===== src/rtl/segscan_decoder.sv =====
// -----------------------------------------------------------------------------
// segscan_decoder
//
// Receive-side decoder for a multiplexed 4-digit 7-segment bus. It samples the
// scanned anode/segment lines, turns each segment pattern back into a digit,
// assembles complete 4-digit frames and converts each frame to binary. A value
// is published only after it has been seen in STABLE_FRAMES consecutive good
// frames.
//
// Parameters
//   SEG_LAG        clocks by which seg trails the anode code it belongs to (0..3)
//   STABLE_FRAMES  consecutive identical good frames needed to publish (1..15)
//
// Ports
//   myclk    in   1   system clock, posedge
//   rst      in   1   synchronous reset, active-high
//   an       in   4   anode select, active-low, one-hot-low when meaningful
//   seg      in   8   segments, active-low, bit7..0 = a,b,c,d,e,f,g,dp
//   nb       out  14  last published binary value (0..9999)
//   bcd      out  16  last published digits {thousands,hundreds,tens,units}
//   valid    out  1   1-cycle pulse when nb/bcd update
//   dec_err  out  1   1-cycle pulse when a converted frame held a bad digit
// -----------------------------------------------------------------------------
module segscan_decoder #(
    parameter int SEG_LAG       = 1,
    parameter int STABLE_FRAMES = 2
) (
    input  logic        myclk,
    input  logic        rst,
    input  logic [3:0]  an,
    input  logic [7:0]  seg,
    output logic [13:0] nb,
    output logic [15:0] bcd,
    output logic        valid,
    output logic        dec_err
);

    localparam logic [3:0] STABLE_CNT = 4'(STABLE_FRAMES);

    typedef enum logic [1:0] {
        ST_IDLE  = 2'd0,
        ST_CONV  = 2'd1,
        ST_CHECK = 2'd2
    } state_t;

    // Decimal point carries no digit information.
    logic dp_unused;
    assign dp_unused = seg[0];

    // ------------------------------------------------------------------
    // Anode delay line: realigns the anode code with the segment pattern
    // that trails it by SEG_LAG clocks.
    // ------------------------------------------------------------------
    logic [3:0] an_lag;

    generate
        if (SEG_LAG == 0) begin : g_no_lag
            assign an_lag = an;
        end else begin : g_lag
            logic [3:0] dly_q [SEG_LAG];

            always_ff @(posedge myclk) begin
                if (rst) begin
                    for (int i = 0; i < SEG_LAG; i++) begin
                        dly_q[i] <= 4'b1111;
                    end
                end else begin
                    dly_q[0] <= an;
                    for (int i = 1; i < SEG_LAG; i++) begin
                        dly_q[i] <= dly_q[i-1];
                    end
                end
            end

            assign an_lag = dly_q[SEG_LAG-1];
        end
    endgenerate

    // Pattern (a..g, active-low) to {bad, digit}. Anything not a decimal
    // digit, including hex letters and blanks, is flagged bad.
    function automatic logic [4:0] seg_to_digit(input logic [6:0] p);
        logic [4:0] r;
        case (p)
            7'b0000001: r = {1'b0, 4'd0};
            7'b1001111: r = {1'b0, 4'd1};
            7'b0010010: r = {1'b0, 4'd2};
            7'b0000110: r = {1'b0, 4'd3};
            7'b1001100: r = {1'b0, 4'd4};
            7'b0100100: r = {1'b0, 4'd5};
            7'b0100000: r = {1'b0, 4'd6};
            7'b0001111: r = {1'b0, 4'd7};
            7'b0000000: r = {1'b0, 4'd8};
            7'b0000100: r = {1'b0, 4'd9};
            default:    r = {1'b1, 4'd0};
        endcase
        return r;
    endfunction

    // ------------------------------------------------------------------
    // Digit capture and frame assembly. Slot 0 = units ... slot 3 = thousands.
    // ------------------------------------------------------------------
    logic [15:0] slot_q, slot_d;
    logic [3:0]  bad_q, bad_d;
    logic [3:0]  seen_q, seen_d;
    logic [15:0] pend_dig_q;
    logic [3:0]  pend_bad_q;
    logic        pending_q;
    logic        frame_done;
    logic        cap_hit;
    logic [1:0]  cap_idx;
    logic [4:0]  cap_dec;
    logic        pend_take;

    always_comb begin
        cap_hit = 1'b1;
        cap_idx = 2'd0;
        case (an_lag)
            4'b0111: cap_idx = 2'd0;
            4'b1110: cap_idx = 2'd1;
            4'b1101: cap_idx = 2'd2;
            4'b1011: cap_idx = 2'd3;
            default: cap_hit = 1'b0;
        endcase
        cap_dec = seg_to_digit(seg[7:1]);

        slot_d = slot_q;
        bad_d  = bad_q;
        seen_d = seen_q;
        if (cap_hit) begin
            slot_d[{cap_idx, 2'b00} +: 4] = cap_dec[3:0];
            bad_d[cap_idx]                = cap_dec[4];
            seen_d[cap_idx]               = 1'b1;
        end
        // Completion looks at the post-capture view so the 4th digit lands
        // in the pending buffer on the same edge it is captured.
        frame_done = (seen_d == 4'b1111);
    end

    always_ff @(posedge myclk) begin
        if (rst) begin
            slot_q     <= '0;
            bad_q      <= '0;
            seen_q     <= '0;
            pend_dig_q <= '0;
            pend_bad_q <= '0;
            pending_q  <= 1'b0;
        end else begin
            slot_q <= slot_d;
            bad_q  <= bad_d;
            seen_q <= frame_done ? 4'b0000 : seen_d;
            if (frame_done) begin
                pend_dig_q <= slot_d;
                pend_bad_q <= bad_d;
            end
            // A fresh completion wins over the FSM taking the old buffer.
            if (frame_done) begin
                pending_q <= 1'b1;
            end else if (pend_take) begin
                pending_q <= 1'b0;
            end
        end
    end

    // ------------------------------------------------------------------
    // Conversion / stability FSM
    // ------------------------------------------------------------------
    state_t      state_q, state_d;
    logic [15:0] conv_dig_q, conv_dig_d;
    logic [3:0]  conv_bad_q, conv_bad_d;
    logic [1:0]  conv_idx_q, conv_idx_d;
    logic [13:0] acc_q, acc_d;
    logic [3:0]  match_cnt_q, match_cnt_d;
    logic [13:0] last_q, last_d;
    logic        published_q, published_d;
    logic [13:0] nb_q, nb_d;
    logic [15:0] bcd_q, bcd_d;
    logic        valid_q, valid_d;
    logic        dec_err_q, dec_err_d;
    logic [3:0]  cur_digit;

    assign cur_digit = conv_dig_q[{conv_idx_q, 2'b00} +: 4];

    always_comb begin
        state_d     = state_q;
        conv_dig_d  = conv_dig_q;
        conv_bad_d  = conv_bad_q;
        conv_idx_d  = conv_idx_q;
        acc_d       = acc_q;
        match_cnt_d = match_cnt_q;
        last_d      = last_q;
        published_d = published_q;
        nb_d        = nb_q;
        bcd_d       = bcd_q;
        valid_d     = 1'b0;
        dec_err_d   = 1'b0;
        pend_take   = 1'b0;

        case (state_q)
            ST_IDLE: begin
                if (pending_q) begin
                    pend_take  = 1'b1;
                    conv_dig_d = pend_dig_q;
                    conv_bad_d = pend_bad_q;
                    conv_idx_d = 2'd3;      // thousands first
                    acc_d      = '0;
                    state_d    = ST_CONV;
                end
            end

            ST_CONV: begin
                // acc*10 + digit as two shifts and an add.
                acc_d = {acc_q[10:0], 3'b000} + {acc_q[12:0], 1'b0}
                        + {10'd0, cur_digit};
                conv_idx_d = conv_idx_q - 2'd1;
                if (conv_idx_q == 2'd0) begin
                    state_d = ST_CHECK;
                end
            end

            ST_CHECK: begin
                state_d = ST_IDLE;
                if (|conv_bad_q) begin
                    dec_err_d   = 1'b1;
                    match_cnt_d = '0;
                end else begin
                    if (acc_q == last_q) begin
                        match_cnt_d = (match_cnt_q >= STABLE_CNT) ? STABLE_CNT
                                                                  : match_cnt_q + 4'd1;
                    end else begin
                        match_cnt_d = 4'd1;
                    end
                    last_d = acc_q;
                    if ((match_cnt_d == STABLE_CNT) &&
                        ((acc_q != nb_q) || !published_q)) begin
                        nb_d        = acc_q;
                        bcd_d       = conv_dig_q;
                        valid_d     = 1'b1;
                        published_d = 1'b1;
                    end
                end
            end

            default: state_d = ST_IDLE;
        endcase
    end

    always_ff @(posedge myclk) begin
        if (rst) begin
            state_q     <= ST_IDLE;
            conv_dig_q  <= '0;
            conv_bad_q  <= '0;
            conv_idx_q  <= '0;
            acc_q       <= '0;
            match_cnt_q <= '0;
            last_q      <= '0;
            published_q <= 1'b0;
            nb_q        <= '0;
            bcd_q       <= '0;
            valid_q     <= 1'b0;
            dec_err_q   <= 1'b0;
        end else begin
            state_q     <= state_d;
            conv_dig_q  <= conv_dig_d;
            conv_bad_q  <= conv_bad_d;
            conv_idx_q  <= conv_idx_d;
            acc_q       <= acc_d;
            match_cnt_q <= match_cnt_d;
            last_q      <= last_d;
            published_q <= published_d;
            nb_q        <= nb_d;
            bcd_q       <= bcd_d;
            valid_q     <= valid_d;
            dec_err_q   <= dec_err_d;
        end
    end

    assign nb      = nb_q;
    assign bcd     = bcd_q;
    assign valid   = valid_q;
    assign dec_err = dec_err_q;

endmodule

===== config.mk =====
export PLATFORM = sky130hd
export DESIGN_NAME = segscan_decoder
export DESIGN_NICKNAME = d
export VERILOG_FILES = /design/src/rtl/segscan_decoder.sv
export SDC_FILE = /design/constraint.sdc
export NUM_CORES = 1
export LEC_CHECK = 0
export BUFFER_PORTS_ARGS = -buffer_cell sky130_fd_sc_hd__buf_2
export CORE_UTILIZATION = 40
export CTS_CLUSTER_SIZE = 14
export DETAILED_ROUTE_END_ITERATION = 16
export SYNTH_ARGS = -nofsm -noshare
export SYNTH_HDL_FRONTEND = slang
export SYNTH_SLANG_ARGS = --single-unit

===== constraint.sdc =====
create_clock -name myclk -period 4.45 [get_ports myclk]
set_clock_uncertainty 0.1 [all_clocks]
set_input_delay 0.2225 -clock myclk [delete_from_list [all_inputs] [get_ports myclk]]
set_output_delay 0.2225 -clock myclk [all_outputs]
set_load 0.05 [all_outputs]

==> impl_metrics.csv, run 1 <==
group,metric,value,unit
run_status,status,"complete, no violations",
timing,setup_tns,0,ps
timing,hold_viol,0,
worst_setup_path,worstPathRequired,4670,ps
grt,antenna_found_initial,0,
final_layout,antenna_cells,0,
run,cap_violations,0,
routing,drt_iter0_markers,283,
grt,grt-ovfl-total,0,
logic_synthesis,synthesis.area_per_instance,8.90,µm²
worst_setup_path,crit_slowest_cell,"mux4_2",
worst_setup_path,cp_slowest_stage_delay,580,ps
place,io_buffers,44,
cts,cts.sinks,138,
logic_synthesis,ys_seq_area_frac,0.449,
power,leakage,2.96,nW
die,die-area,15900,µm²
die,num_rows,44,
logic_synthesis,synthCells,692,
routing,num_vias,5005,
power,clockPowerShare,0.507,
timing,period_share,0.805,
worst_setup_path,cp_common_cell,"ha_1",
power,switchingPower,0.643,mW
logic_synthesis,synth_seq_cells,138,
grt,grt_pass1_vias,4955,
grt,met1_usage,0.231,
logic_synthesis,async_flop_share,0,
routing,dr.pass1.iters,5,
hold_path,hold_path_depth,2,
logic_synthesis,synth_cell_type_count,48,
final_layout,final_cell_mix,"138 x dfxtp_1, 91 x nand2_1, 87 x a21oi_1",
routing,wl_per_cell,15.2,µm
place,dp.cells,881,
logic_synthesis,synth-edff-count,0,
cts,clk_pin_slew,60,ps
die,coreArea,14800,µm²
place,place.gp.congestion,0.846,
grt,grt_use_total,0.189,
power,p_total,2.71,mW
final_layout,final_common_cell,"dfxtp_1",
timing,slew_viol_final,0,
timing,setup_slack,866,ps
grt,grt_max_degree,78,
place,dpl_cell_area,6480,µm²
logic_synthesis,synth_warnings,0,
place,hpwl,9700,µm
cts,postCtsSetupBuffers,0,
timing,grt_setup_unrepaired,"false",
cts,clockBufferDepth,2,
die,start_util,0.417,
worst_setup_path,cp-end-kind,"flop",
die,pin_count,46,
cts,cts_buffers,17,
worst_setup_path,cp.arrival,3800,ps
final_layout,fin_nets,768,
logic_synthesis,syn_area,6160,µm²
power,powerDensity,382,nW/µm²
final_layout,fillers,1411,
grt,top_usage_layer,"met2",
logic_synthesis,synth_flop_cell,"dfxtp_1",
timing,min_period,3580,ps
power,p_sw_frac,0.237,
power,intPower,2.07,mW
cts,clk_latency,420,ps
final_layout,final_util,0.481,
timing,setup_viol,0,
hold_path,hp-class,"primary input to flop",
worst_setup_path,cp_cell_sequence,"mux4_2 -> ha_1 -> ha_1 -> fa_1 -> a211oi_1 -> o21bai_1 -> a211o_1 -> a31oi_1 -> xnor2_1 -> a22o_1",
final_layout,syn2layout_area_growth,15.2,%
routing,vias_per_cell,5.46,
timing,hold_slack,79.1,ps
final_layout,layout-drive-gt1-share,0.134,
routing,remaining_drc_errors,0,
grt,use_met2,0.325,
grt,grt_use_met3,0.0501,
power,peakVddDrop,278,µV
cts,cts_root_buf,"clkbuf_16",
timing,worst_pin_slew,1250,ps
worst_setup_path,reg2regPathDepth,10,
power,comb_power_share,0.033,
final_layout,final_cell_area,7100,µm²
worst_setup_path,start_kind,"flop",
timing,fmax,279,MHz
timing,slew_headroom,0.162,
logic_synthesis,syn-num-nets,740,
final_layout,finalNonFillerCells,917,
routing,ant_nets,0,
worst_setup_path,critPathMaxFanout,7,
die,fp.dieW,126,µm
worst_setup_path,criticalPathCategory,"flop to flop",
die,die_h,126,µm
cts,htreeDepth,4,
power,seqPwrFrac,0.460,
cts,tritoncts,"yes",
grt,grt_pass1_wl,23900,µm
routing,wl,14000,µm
place,dp_slack,851,ps
-- flip-flops by register name, indices dropped and copies added (netlist names), 14 cells and up --
signal and count:
bcd 16, last_q 14, slot_q 16, acc_q 14
pend_dig_q 16, nb 14, conv_dig_q 16
-- worst max-delay path, delay by kind of cell, from the launching register on --
| family | cells | cell delay [ps] |
|---|---|---|
| flops | 1 | 520 |
| compound gates | 5 | 1210 |
| xor+xnor | 1 | 100 |
| fa+ha+maj | 3 | 970 |
| mux | 1 | 580 |
-- Yosys cell counts, types with 5 or more instances --
master,count,area share
nand4_1,5,0.0051
xnor2_1,30,0.043
a22oi_1,16,0.020
nand3_1,41,0.033
clkbuf_1,33,0.020
dfxtp_1,138,0.45
inv_1,12,0.0073
a22o_1,7,0.010
buf_2,11,0.0089
and3_1,5,0.0051
o21ai_0,35,0.028
a21o_1,5,0.0061
ha_1,32,0.065
or2_2,6,0.0061
nand2b_1,5,0.0051
xor2_1,12,0.017
nor3_1,6,0.0049
nand4b_1,5,0.0071
nor2_1,37,0.023
a21oi_1,87,0.071
o22a_1,19,0.027
nand2_1,91,0.055
-- final timing paths --
path / startpoint / endpoint / slack (ps)
min: rst / bad_q[0] / 80
min reg2reg: pend_dig_q[2] / conv_dig_q[2] / 350
max: conv_idx_q[0] / acc_q[10] / 870
max reg2reg: conv_idx_q[0] / acc_q[10] / 870
-- final cells by class --
type                    count  area, µm²  share of cell area
repair buffers             53        300              0.0423
flip-flops and latches    138       2760               0.389
multi-input cells         498       3180               0.449
clock buffers              18        439              0.0619
clock inverters            14        136              0.0192
well taps                 184        230              0.0324
inverters                  12       45.0             0.00635
-- layer usage --
metal  routed length (µm)  up-vias
met5                    0        -
met3                  442       13
met4                  110        0
met2                 7030       54
li1                     -     2514
met1                 6370     2424
-- cell families after synthesis --
kind of cell               Yosys count  share of synthesized area
AOI/OAI and AO/OA                  195                      0.197
DFF                                138                      0.449
adders and majority gates           34                     0.0715
muxes                                4                     0.0146
and+or+nand+nor                    223                      0.172
xor gates and xnor gates            42                     0.0597
buffers and inverters               56                     0.0364
-- what timing repair did --
| action | in CTS | in global routing |
|---|---|---|
| endpoints found under the hold margin | 4 | 0 |
| setup endpoints to repair | 0 | 0 |
| hold buffers | 4 | 0 |
| resized for setup | 0 | 0 |
-- power groups by stage --
stage          combinational [mW]  sequential [mW]  clock, mW
2_1_floorplan              0.0622             1.27          0
3_3_place_gp               0.0823             1.27          0
3_5_place_dp               0.0857             1.27          0
4_1_cts                    0.0890             1.25       1.40
5_1_grt                    0.0987             1.25       1.46
6_report                   0.0891             1.25       1.37
Power figures use the tool's default switching activity.
==> inputs of run 2 (changes only) <==
==> constraint.sdc (replaced) <==
create_clock -name myclk -period 3.3 [get_ports myclk]
set_clock_uncertainty 0.1 [all_clocks]
set_input_delay 0.165 -clock myclk [delete_from_list [all_inputs] [get_ports myclk]]
set_output_delay 0.165 -clock myclk [all_outputs]
set_load 0.05 [all_outputs]
==> run 2 against run 1 <==
Against the previous run:
- sequential power grew 34%
- worst hold slack improved by 29 ps
- worst setup slack lost 770 ps
- maximum frequency increased by 12%
==> impl_metrics.csv, run 2 (synthesized netlist as in run 1, its figures left out) <==
group,metric,value,unit
run_status,status,"complete, no violations",
cts,tritoncts,"yes",
final_layout,fin_nets,780,
routing,dr.pass1.iters,7,
routing,ant_nets,0,
cts,postCtsSetupBuffers,0,
cts,cts.sinks,138,
grt,grt_pass1_vias,4865,
die,pin_count,46,
worst_setup_path,worstPathRequired,3520,ps
place,hpwl,9880,µm
routing,vias_per_cell,5.42,
grt,antenna_found_initial,0,
routing,remaining_drc_errors,0,
timing,setup_tns,0,ps
place,dp.cells,893,
grt,grt_use_total,0.184,
grt,grt-ovfl-total,0,
routing,wl,14100,µm
die,fp.dieW,126,µm
worst_setup_path,rr_endpoint,"acc_q[10]",
worst_setup_path,cp_slowest_stage_delay,510,ps
timing,worst_pin_slew,685,ps
final_layout,finalNonFillerCells,929,
cts,cts_root_buf,"clkbuf_16",
cts,clk_pin_slew,60,ps
hold_path,hold_path_depth,2,
grt,grt_max_degree,62,
final_layout,final_util,0.490,
cts,htreeDepth,4,
worst_setup_path,cp_common_cell,"ha_1",
die,num_rows,44,
timing,slew_viol_final,0,
routing,num_vias,5032,
final_layout,final_cell_area,7220,µm²
hold_path,hp-class,"primary input to flop",
worst_setup_path,criticalPathCategory,"flop to flop",
die,coreArea,14800,µm²
timing,setup_viol,0,
routing,drt_iter0_markers,360,
die,die_h,126,µm
grt,grt_pass1_wl,23200,µm
worst_setup_path,worstReg2RegStart,"conv_idx_q[0]",
timing,setup_slack,94.4,ps
final_layout,final_common_cell,"dfxtp_1",
power,peakVddDrop,425,µV
final_layout,syn2layout_area_growth,17.3,%
final_layout,antenna_cells,0,
die,die-area,15900,µm²
place,dpl_cell_area,6570,µm²
timing,hold_viol,0,
worst_setup_path,crit_slowest_cell,"mux4_2",
die,start_util,0.417,
worst_setup_path,cp-end-kind,"flop",
power,leakage,3.04,nW
timing,fmax,312,MHz
place,io_buffers,44,
worst_setup_path,cp_cell_sequence,"mux4_2 -> ha_1 -> ha_1 -> fa_1 -> a211oi_2 -> o21bai_2 -> a211o_1 -> a31oi_1 -> xnor2_1 -> a22o_1",
worst_setup_path,cp.arrival,3420,ps
place,place.gp.congestion,0.860,
worst_setup_path,worstSetupStartpoint,"conv_idx_q[0]",
cts,cts_buffers,17,
run,cap_violations,0,
final_layout,layout-drive-gt1-share,0.153,
cts,clockBufferDepth,2,
worst_setup_path,critPathMaxFanout,5,
worst_setup_path,regToRegSetupSlack,90,ps
worst_setup_path,crit_end,"acc_q[10]",
worst_setup_path,start_kind,"flop",
timing,min_period,3210,ps
final_layout,final_cell_mix,"137 x dfxtp_1, 91 x nand2_1, 87 x a21oi_1",
power,powerDensity,510,nW/µm²
timing,slew_headroom,0.542,
place,dp_slack,-90.2,ps
worst_setup_path,reg2regPathDepth,10,
routing,wl_per_cell,15.1,µm
timing,period_share,0.971,
cts,clk_latency,420,ps
## run 2: changes by cell type in the layout (fill, tap and decap cells not counted), sizes merged
cell      delta
buf         +12
bufinv       +1
clkinv       +1
clkinvlp     -1
inv          -1
## run 2: area by class of cell
| cell class | instances | area (µm²) |
|---|---|---|
| fill | 1429 | 7530 |
| multi-input combinational | 498 | 3200 |
| sequential | 138 | 2770 |
| clock buffer | 18 | 429 |
| timing repair buffer | 65 | 390 |
| tap | 184 | 230 |
| clock inverter | 14 | 160 |
| inverter | 12 | 45.0 |
## run 2: worst min path at each step
stage / from / endpoint
final: rst / match_cnt_q[2]
after global routing: rst / match_cnt_q[2]
after CTS: rst / acc_q[4]
after detailed placement: an[1] / g_lag.dly_q[0][1]
after global placement: an[3] / g_lag.dly_q[0][3]
after floorplan: an[0] / g_lag.dly_q[0][0]
## run 2: where the power goes
part / leakage (nW) / switching (mW) / internal (mW)
clock network: 0.286 / 0.759 / 1.13
logic: 1.64 / 0.0823 / 0.0373
registers: 1.11 / 0.00587 / 1.67
## run 2: per-layer routing
| metal | global-route usage | part of all wire | vias to the layer above |
|---|---|---|---|
| li1 | - | - | 2537 |
| met1 | 0.220 | 0.45 | 2401 |
| met2 | 0.323 | 0.50 | 81 |
| met3 | 0.0467 | 0.037 | 13 |
| met4 | 0.0588 | 0.010 | 0 |
| met5 | 0 | 0 | - |
## run 2: critical path, delay by kind of cell, from the launching register on
family | cells | cell delay [ps]
AOI/OAI and AO/OA | 5 | 1080
adders and majority gates | 3 | 940
muxes | 1 | 510
DFF | 1 | 380
xor gates and xnor gates | 1 | 80
## run 2: through the flow
stage | hold WS (ps) | total power [mW]
floorplan | 169 | 1.80
global placement | 256 | 1.83
CTS | 94.8 | 3.72
finish | 108 | 3.69
detailed placement | 254 | 1.83
global route | 116 | 3.82
## run 2: timing repair
action	in CTS	in global routing
setup endpoints to repair	3	3
endpoints found under the hold margin	4	0
cloned	0	0
gates resized for setup	2	4
hold buffers	4	0
pin swaps	0	2
